**src/rtl/bmp_pkg.sv**
```systemverilog
// Shared constants, header-byte generator and FSM encoding for the BMP frame writer.
// Everything here is evaluated at elaboration time or folds into constant tables.
package bmp_pkg;

    localparam int BMP_HDR_BYTES = 54;
    localparam int BMP_INFO_SIZE = 40;

    typedef enum logic [1:0] {
        ST_IDLE   = 2'd0,
        ST_HEADER = 2'd1,
        ST_PIXELS = 2'd2,
        ST_DONE   = 2'd3
    } bmp_state_e;

    function automatic int bmp_row_bytes(input int width);
        return (3 * width + 3) & ~3;
    endfunction

    function automatic int bmp_pad(input int width);
        return bmp_row_bytes(width) - 3 * width;
    endfunction

    // Byte n of the 54-byte file + info header; multi-byte fields are little-endian.
    function automatic logic [7:0] bmp_hdr_byte(input int n, input int width, input int height);
        logic [31:0] img_bytes;
        logic [31:0] field;
        int          ofs;
        img_bytes = 32'(bmp_row_bytes(width) * height);
        field     = '0;
        ofs       = 0;
        if (n == 0) return 8'h42;
        if (n == 1) return 8'h4D;
        if (n >= 2 && n <= 5) begin
            field = 32'(BMP_HDR_BYTES) + img_bytes;
            ofs   = n - 2;
        end else if (n >= 10 && n <= 13) begin
            field = 32'(BMP_HDR_BYTES);
            ofs   = n - 10;
        end else if (n >= 14 && n <= 17) begin
            field = 32'(BMP_INFO_SIZE);
            ofs   = n - 14;
        end else if (n >= 18 && n <= 21) begin
            field = 32'(width);
            ofs   = n - 18;
        end else if (n >= 22 && n <= 25) begin
            field = 32'(height);
            ofs   = n - 22;
        end else if (n >= 26 && n <= 27) begin
            field = 32'd1;
            ofs   = n - 26;
        end else if (n >= 28 && n <= 29) begin
            field = 32'd24;
            ofs   = n - 28;
        end else if (n >= 34 && n <= 37) begin
            field = img_bytes;
            ofs   = n - 34;
        end
        return 8'(field >> (8 * ofs));
    endfunction

endpackage

```
**src/rtl/bmp_header_rom.sv**
```systemverilog
// Combinational header lane generator: returns the LANES header bytes of one beat.
// Lanes past the end of the 54-byte header read as zero with byte enable cleared.
module bmp_header_rom
    import bmp_pkg::*;
#(
    parameter int IMG_W  = 768,
    parameter int IMG_H  = 512,
    parameter int LANES  = 6,
    parameter int BEAT_W = 4
)(
    input  logic [BEAT_W-1:0]  beat,
    output logic [8*LANES-1:0] data,
    output logic [LANES-1:0]   be
);

    always_comb begin
        data = '0;
        be   = '0;
        for (int j = 0; j < LANES; j++) begin
            if (int'(beat) * LANES + j < BMP_HDR_BYTES) begin
                data[8*j +: 8] = bmp_hdr_byte(int'(beat) * LANES + j, IMG_W, IMG_H);
                be[j]          = 1'b1;
            end
        end
    end

endmodule

```
**src/rtl/bmp_frame_writer.sv**
```systemverilog
// Streams a 24-bit BMP (header, bottom-up rows, 4-byte row padding) to a byte-addressed
// frame memory through a single registered write stage with valid/ready handshakes.
module bmp_frame_writer
    import bmp_pkg::*;
#(
    parameter int IMG_W       = 768,
    parameter int IMG_H       = 512,
    parameter int PIX_PER_CLK = 2,
    parameter int ADDR_W      = 24
)(
    input  logic                      HCLK,
    input  logic                      HRESETn,
    input  logic                      start,
    input  logic                      in_valid,
    output logic                      in_ready,
    input  logic [24*PIX_PER_CLK-1:0] in_data,
    output logic                      wr_valid,
    input  logic                      wr_ready,
    output logic [ADDR_W-1:0]         wr_addr,
    output logic [24*PIX_PER_CLK-1:0] wr_data,
    output logic [3*PIX_PER_CLK-1:0]  wr_be,
    output logic                      busy,
    output logic                      frame_done
);

    localparam int LANES     = 3 * PIX_PER_CLK;
    localparam int ROW_BYTES = bmp_row_bytes(IMG_W);
    localparam int PAD       = bmp_pad(IMG_W);
    localparam int HDR_BEATS = (BMP_HDR_BYTES + LANES - 1) / LANES;
    localparam int HB_W      = $clog2(HDR_BEATS + 1);
    localparam int COL_W     = $clog2(IMG_W + 1);
    localparam int ROW_W     = $clog2(IMG_H + 1);

    localparam logic [ADDR_W-1:0] FIRST_ROW = ADDR_W'(BMP_HDR_BYTES + (IMG_H - 1) * ROW_BYTES);
    localparam logic [ADDR_W-1:0] ROW_STEP  = ADDR_W'(ROW_BYTES);
    localparam logic [ADDR_W-1:0] PAD_OFS   = ADDR_W'(3 * IMG_W);
    localparam logic [ADDR_W-1:0] LANE_STEP = ADDR_W'(LANES);
    localparam logic [LANES-1:0]  PAD_BE    = LANES'((1 << PAD) - 1);
    localparam logic [HB_W-1:0]   HB_LAST   = HB_W'(HDR_BEATS - 1);
    localparam logic [COL_W-1:0]  COL_LAST  = COL_W'(IMG_W - PIX_PER_CLK);
    localparam logic [COL_W-1:0]  COL_STEP  = COL_W'(PIX_PER_CLK);
    localparam logic [ROW_W-1:0]  ROW_LAST  = ROW_W'(IMG_H - 1);

    bmp_state_e         state;
    logic [HB_W-1:0]    hdr_beat;
    logic [ADDR_W-1:0]  hdr_addr;
    logic [ADDR_W-1:0]  row_base;
    logic [ADDR_W-1:0]  col_off;
    logic [COL_W-1:0]   col;
    logic [ROW_W-1:0]   row;
    logic               pad_pending;
    logic               last_issued;
    logic [8*LANES-1:0] hdr_data;
    logic [LANES-1:0]   hdr_be;

    logic load;
    logic pix_acc;
    logic pad_acc;
    logic col_end;
    logic row_end;

    bmp_header_rom #(
        .IMG_W  (IMG_W),
        .IMG_H  (IMG_H),
        .LANES  (LANES),
        .BEAT_W (HB_W)
    ) u_hdr (
        .beat (hdr_beat),
        .data (hdr_data),
        .be   (hdr_be)
    );

    // The output register may take a new beat when empty or being drained this cycle.
    assign load     = !wr_valid || wr_ready;
    assign in_ready = (state == ST_PIXELS) && load && !pad_pending && !last_issued;
    assign pix_acc  = in_valid && in_ready;
    assign pad_acc  = (state == ST_PIXELS) && pad_pending && !last_issued && load;
    assign col_end  = (col == COL_LAST);
    assign row_end  = pad_acc || (pix_acc && col_end && (PAD == 0));

    always_ff @(posedge HCLK) begin
        if (!HRESETn) begin
            state       <= ST_IDLE;
            wr_valid    <= 1'b0;
            wr_addr     <= '0;
            wr_data     <= '0;
            wr_be       <= '0;
            busy        <= 1'b0;
            frame_done  <= 1'b0;
            hdr_beat    <= '0;
            hdr_addr    <= '0;
            row_base    <= '0;
            col_off     <= '0;
            col         <= '0;
            row         <= '0;
            pad_pending <= 1'b0;
            last_issued <= 1'b0;
        end else begin
            frame_done <= 1'b0;
            if (wr_valid && wr_ready) wr_valid <= 1'b0;

            case (state)
                ST_IDLE: begin
                    if (start) begin
                        state       <= ST_HEADER;
                        busy        <= 1'b1;
                        hdr_beat    <= '0;
                        hdr_addr    <= '0;
                        row_base    <= FIRST_ROW;
                        col_off     <= '0;
                        col         <= '0;
                        row         <= '0;
                        pad_pending <= 1'b0;
                        last_issued <= 1'b0;
                    end
                end
                ST_HEADER: begin
                    if (load) begin
                        wr_valid <= 1'b1;
                        wr_addr  <= hdr_addr;
                        wr_data  <= hdr_data;
                        wr_be    <= hdr_be;
                        hdr_beat <= hdr_beat + 1'b1;
                        hdr_addr <= hdr_addr + LANE_STEP;
                        if (hdr_beat == HB_LAST) state <= ST_PIXELS;
                    end
                end
                ST_PIXELS: begin
                    // Completion waits for the final beat to leave the output register.
                    if (last_issued) begin
                        if (wr_ready) begin
                            state       <= ST_DONE;
                            busy        <= 1'b0;
                            frame_done  <= 1'b1;
                            last_issued <= 1'b0;
                        end
                    end else if (pad_acc) begin
                        wr_valid    <= 1'b1;
                        wr_addr     <= row_base + PAD_OFS;
                        wr_data     <= '0;
                        wr_be       <= PAD_BE;
                        pad_pending <= 1'b0;
                    end else if (pix_acc) begin
                        wr_valid <= 1'b1;
                        wr_addr  <= row_base + col_off;
                        wr_data  <= in_data;
                        wr_be    <= '1;
                        if (col_end) begin
                            col     <= '0;
                            col_off <= '0;
                            if (PAD > 0) pad_pending <= 1'b1;
                        end else begin
                            col     <= col + COL_STEP;
                            col_off <= col_off + LANE_STEP;
                        end
                    end
                end
                ST_DONE: state <= ST_IDLE;
                default: state <= ST_IDLE;
            endcase

            // Rows are written bottom-up, so the base walks downwards one row at a time.
            if (row_end) begin
                row_base <= row_base - ROW_STEP;
                row      <= row + 1'b1;
                if (row == ROW_LAST) last_issued <= 1'b1;
            end
        end
    end

endmodule

```
**config.mk**
```make
export PLATFORM = sky130hd
export DESIGN_NAME = bmp_frame_writer
export DESIGN_NICKNAME = d
export VERILOG_FILES = /design/src/rtl/bmp_pkg.sv /design/src/rtl/bmp_header_rom.sv /design/src/rtl/bmp_frame_writer.sv
export SDC_FILE = /design/constraint.sdc
export NUM_CORES = 1
export LEC_CHECK = 0
export ABC_AREA = 1
export BUFFER_PORTS_ARGS = -buffer_cell sky130_fd_sc_hd__buf_4
export CORE_MARGIN = 2
export CORE_UTILIZATION = 44
export CTS_CLUSTER_SIZE = 16
export DETAILED_ROUTE_END_ITERATION = 7
export PLACE_DENSITY_LB_ADDON = 0.05
export SETUP_SLACK_MARGIN = 0.4
export SKIP_LAST_GASP = 1
export SYNTH_ARGS = -nofsm -noshare
export SYNTH_HDL_FRONTEND = slang
export SYNTH_SLANG_ARGS = --single-unit
```
**constraint.sdc**
```tcl
create_clock -name HCLK -period 4.56 [get_ports HCLK]
set_input_delay 1.368 -clock HCLK [delete_from_list [all_inputs] [get_ports HCLK]]
set_output_delay 1.368 -clock HCLK [all_outputs]
set_load 0.01 [all_outputs]
```
==> out/qor.yml <==
run_status:
  status: "finished clean"
pwr:
  pwr-share-comb_pct: 51.2
  ir_worst_vdd_mv: 0.722
  swShare_pct: 46.1
  p_int_w: 0.00366
  net-switching-power_w: 0.00313
  power.leakage_nw: 7.41
  p_clk_share_pct: 20.9
  p_per_area_mw_per_mm2: 419
  seqPwrFrac_pct: 27.9
clock_tree:
  clock-root-buffer: "clkbuf_16"
  cts.path.max_buffers: 2
  clock_sinks: 167
  path_clk_slew_ps: 70
  clk_latency_ps: 440
  cts_tree: "yes"
  htreeDepth: 4
  ctsHoldBuffers: 0
  cts_inserted_buffers: 17
yosys:
  syn_area_per_cell_um2: 6.18
  synthesis.area_mm2: 0.0135
  synth_top_cell_by_area: "dfxtp_1"
  synth.distinct_cells: 66
  synth_edf_count: 0
  postSynthCellCount: 2177
  ys_seq_area_share_pct: 24.8
  yosys.area.top_type_share_pct: 24.8
  ys_ff_latch: 167
  ys_warn_count: 0
  synth_ff_type: "dfxtp_1"
  synthTopCellsByArea: "dfxtp_1 (25%), nand2_1 (12%), inv_1 (8.5%)"
  syn-num-nets: 2300
  async_reset_ff_share_pct: 0
layout:
  insertedDiodeCount: 0
  regArea_mm2: 0.00334
  fin_nets: 2470
  drive_above_1_share_pct: 17.3
  fillers: 3153
  final_cell_mix: "nand2_1 (432), inv_1 (295), nor2_1 (249)"
  area_growth_pct: 20.3
  multiInputGateArea_mm2: 0.00891
  final_common_cell: "nand2_1"
global_route:
  busiest_layer: "met2"
  grt_pass1_wl_um: 74900
  grtUsageTotal_pct: 29.8
  grt_max_degree: 60
  use_met1_pct: 42.7
  grt_remaining_overflow: 0
  grtUsageMet3_pct: 5.56
  grt_use_met2_pct: 45.5
  antenna_found_initial: 1
  grt_pass1_vias: 13720
sta:
  fmax_ghz: 0.247
  fin_tns_setup_ps: 0
  skew_ps: 12.5
  tightest_slew_ps: 1110
  finalCriticalPeriod_ps: 4040
  rsz0062_at_grt: "true"
  hold_viol: 0
  finalSetupViolations: 0
  hold_ws_ps: 464
  slew_headroom_pct: 25.1
  report.final.slew_viol_count: 0
  fin_crit_sh_pct: 88.7
critical_path:
  crit_top_cell: "nand2_1"
  startpoint_type: "flop"
  cp-end-kind: "flop"
  arrival_ps: 4410
  path_max_fanout: 6
  crit_type: "reg2reg"
  required_ps: 4930
  cpMaxStageDelayCell: "fa_2"
  ff2ff_path_depth: 29
  critPathMaxStageDelay_ps: 660
worst_hold_path:
  hold_class: "reg2reg"
  hold-path-cell-count: 2
place:
  dpl.hpwl_um: 37000
  io_buffers: 133
  globalplace.congestion: 1.05
route:
  drc_errors: 0
  via_per_inst: 5.61
  wl_per_cell_um: 17.8
  routed_wl_um: 49100
  dr_total_vias: 15448
  final_antenna_net_count: 0
  drtIter0Drc: 1457
  drtPass1Iterations: 7
floorplanning:
  io_pins: 135
  die-area_mm2: 0.0320
  die_h_um: 179
  die_x_um: 179
  num_rows: 64
  coreArea_mm2: 0.0303
  start_util_pct: 44.3
job:
  max-cap-violations: 0
==> power groups by stage <==
stage,Sequential (W),Combinational (W),Clock [W]
2_1_floorplan,0.00197,0.00205,0
3_3_place_gp,0.00192,0.00333,0
3_5_place_dp,0.00192,0.00333,0
4_1_cts,0.00189,0.00335,0.00145
5_1_grt,0.00192,0.00389,0.00150
6_report,0.00190,0.00348,0.00142
==> critical path: cells and delay by family, from the launching register on <==
| family | cells | cell delay [ps] |
|---|---|---|
| AOI/OAI and AO/OA | 1 | 120 |
| adders and majority gates | 3 | 1080 |
| buffers and inverters | 5 | 560 |
| DFF | 1 | 330 |
| and+or+nand+nor | 20 | 1900 |
==> sequential cells by signal, summed over array words and instances, names as in the netlist <==
name and flops:
hdr_addr 23, col_off 23, frame_done 1, state 2
wr_valid 1, row 10, wr_data 48, last_issued 1
hdr_beat 4, row_base 17, wr_be 4, wr_addr 23
col 9, busy 1
==> layer usage <==
metal / up-vias / part of all wire [%] / wire [um]
met2: 712 / 42 / 20500
met5: - / 0 / 0
met3: 123 / 8.6 / 4200
li1: 7582 / - / -
met4: 0 / 2.9 / 1420
met1: 7031 / 47 / 23000
==> synth_stat cells, types with 7 or more instances <==
library cell  instances
o21ai_1              14
a221oi_1             11
xor2_1               10
o21a_1                7
a22oi_1              25
inv_2                16
o31ai_1               8
ha_1                 69
nand3_1             125
o211ai_1             21
o22ai_1               9
inv_1               304
a31oi_1              13
nor2_4                9
buf_4                10
buf_2                 8
nor2_2               11
nor2_1              268
a211oi_1             14
nand4_1              30
o21ai_0             170
nor3_1               55
a21oi_1             196
nand2_4              10
nand2_1             441
nand2_2              17
dfxtp_1             167
clkbuf_1             41
==> cell families (layout without fill, tap and decap cells) <==
kind of cell | Yosys count | after routing | synth area share, %
and+or+nand+nor | 1009 | 1011 | 33.5
other | 1 | 1 | 0.0279
buffers and inverters | 387 | 568 | 11.3
DFF | 167 | 167 | 24.8
xor gates and xnor gates | 16 | 16 | 1.24
AOI/OAI and AO/OA | 527 | 527 | 22.6
adders and majority gates | 70 | 70 | 6.57
==> layout make-up <==
| type | count | share of cell area (%) |
|---|---|---|
| Inverter | 324 | 7.65 |
| Tap cell | 396 | 3.06 |
| Sequential cell | 167 | 20.7 |
| Multi-Input combinational cell | 1625 | 55.0 |
| Clock inverter | 13 | 0.688 |
| Clock buffer | 19 | 2.80 |
| Timing Repair Buffer | 212 | 10.1 |
==> repair_timing <==
item / in CTS / in global routing
cloned: 0 / 2
gates resized for setup: 5 / 87
endpoints found under the setup margin: 10 / 24
setup buffers: 0 / 41
pin swaps: 0 / 23
==> worst paths after layout <==
check / slack [ps] / end / from
setup reg to reg: 520 / wr_data[17]$_SDFFE_PN0P_ / hdr_beat[0]$_SDFFE_PN0P_
hold reg to reg: 460 / row[9]$_SDFFE_PN0P_ / row[9]$_SDFFE_PN0P_
setup / recovery: 520 / wr_data[17]$_SDFFE_PN0P_ / hdr_beat[0]$_SDFFE_PN0P_
hold / removal: 460 / row[9]$_SDFFE_PN0P_ / row[9]$_SDFFE_PN0P_
==> metrics by stage <==
stage	setup WS (ps)	std cells	power (W)	instance area (um2)	utilization (%)
4_1_cts	403	2713	0.00669	15500	51.2
5_1_grt	214	2756	0.00730	16200	53.3
3_3_place_gp	210	2681	0.00525	15000	49.3
6_report	516	2756	0.00679	16200	53.3
2_1_floorplan	749	2177	0.00402	13500	-
3_5_place_dp	231	2681	0.00525	15000	49.3
No activity file was read; power rests on OpenSTA's default activity.
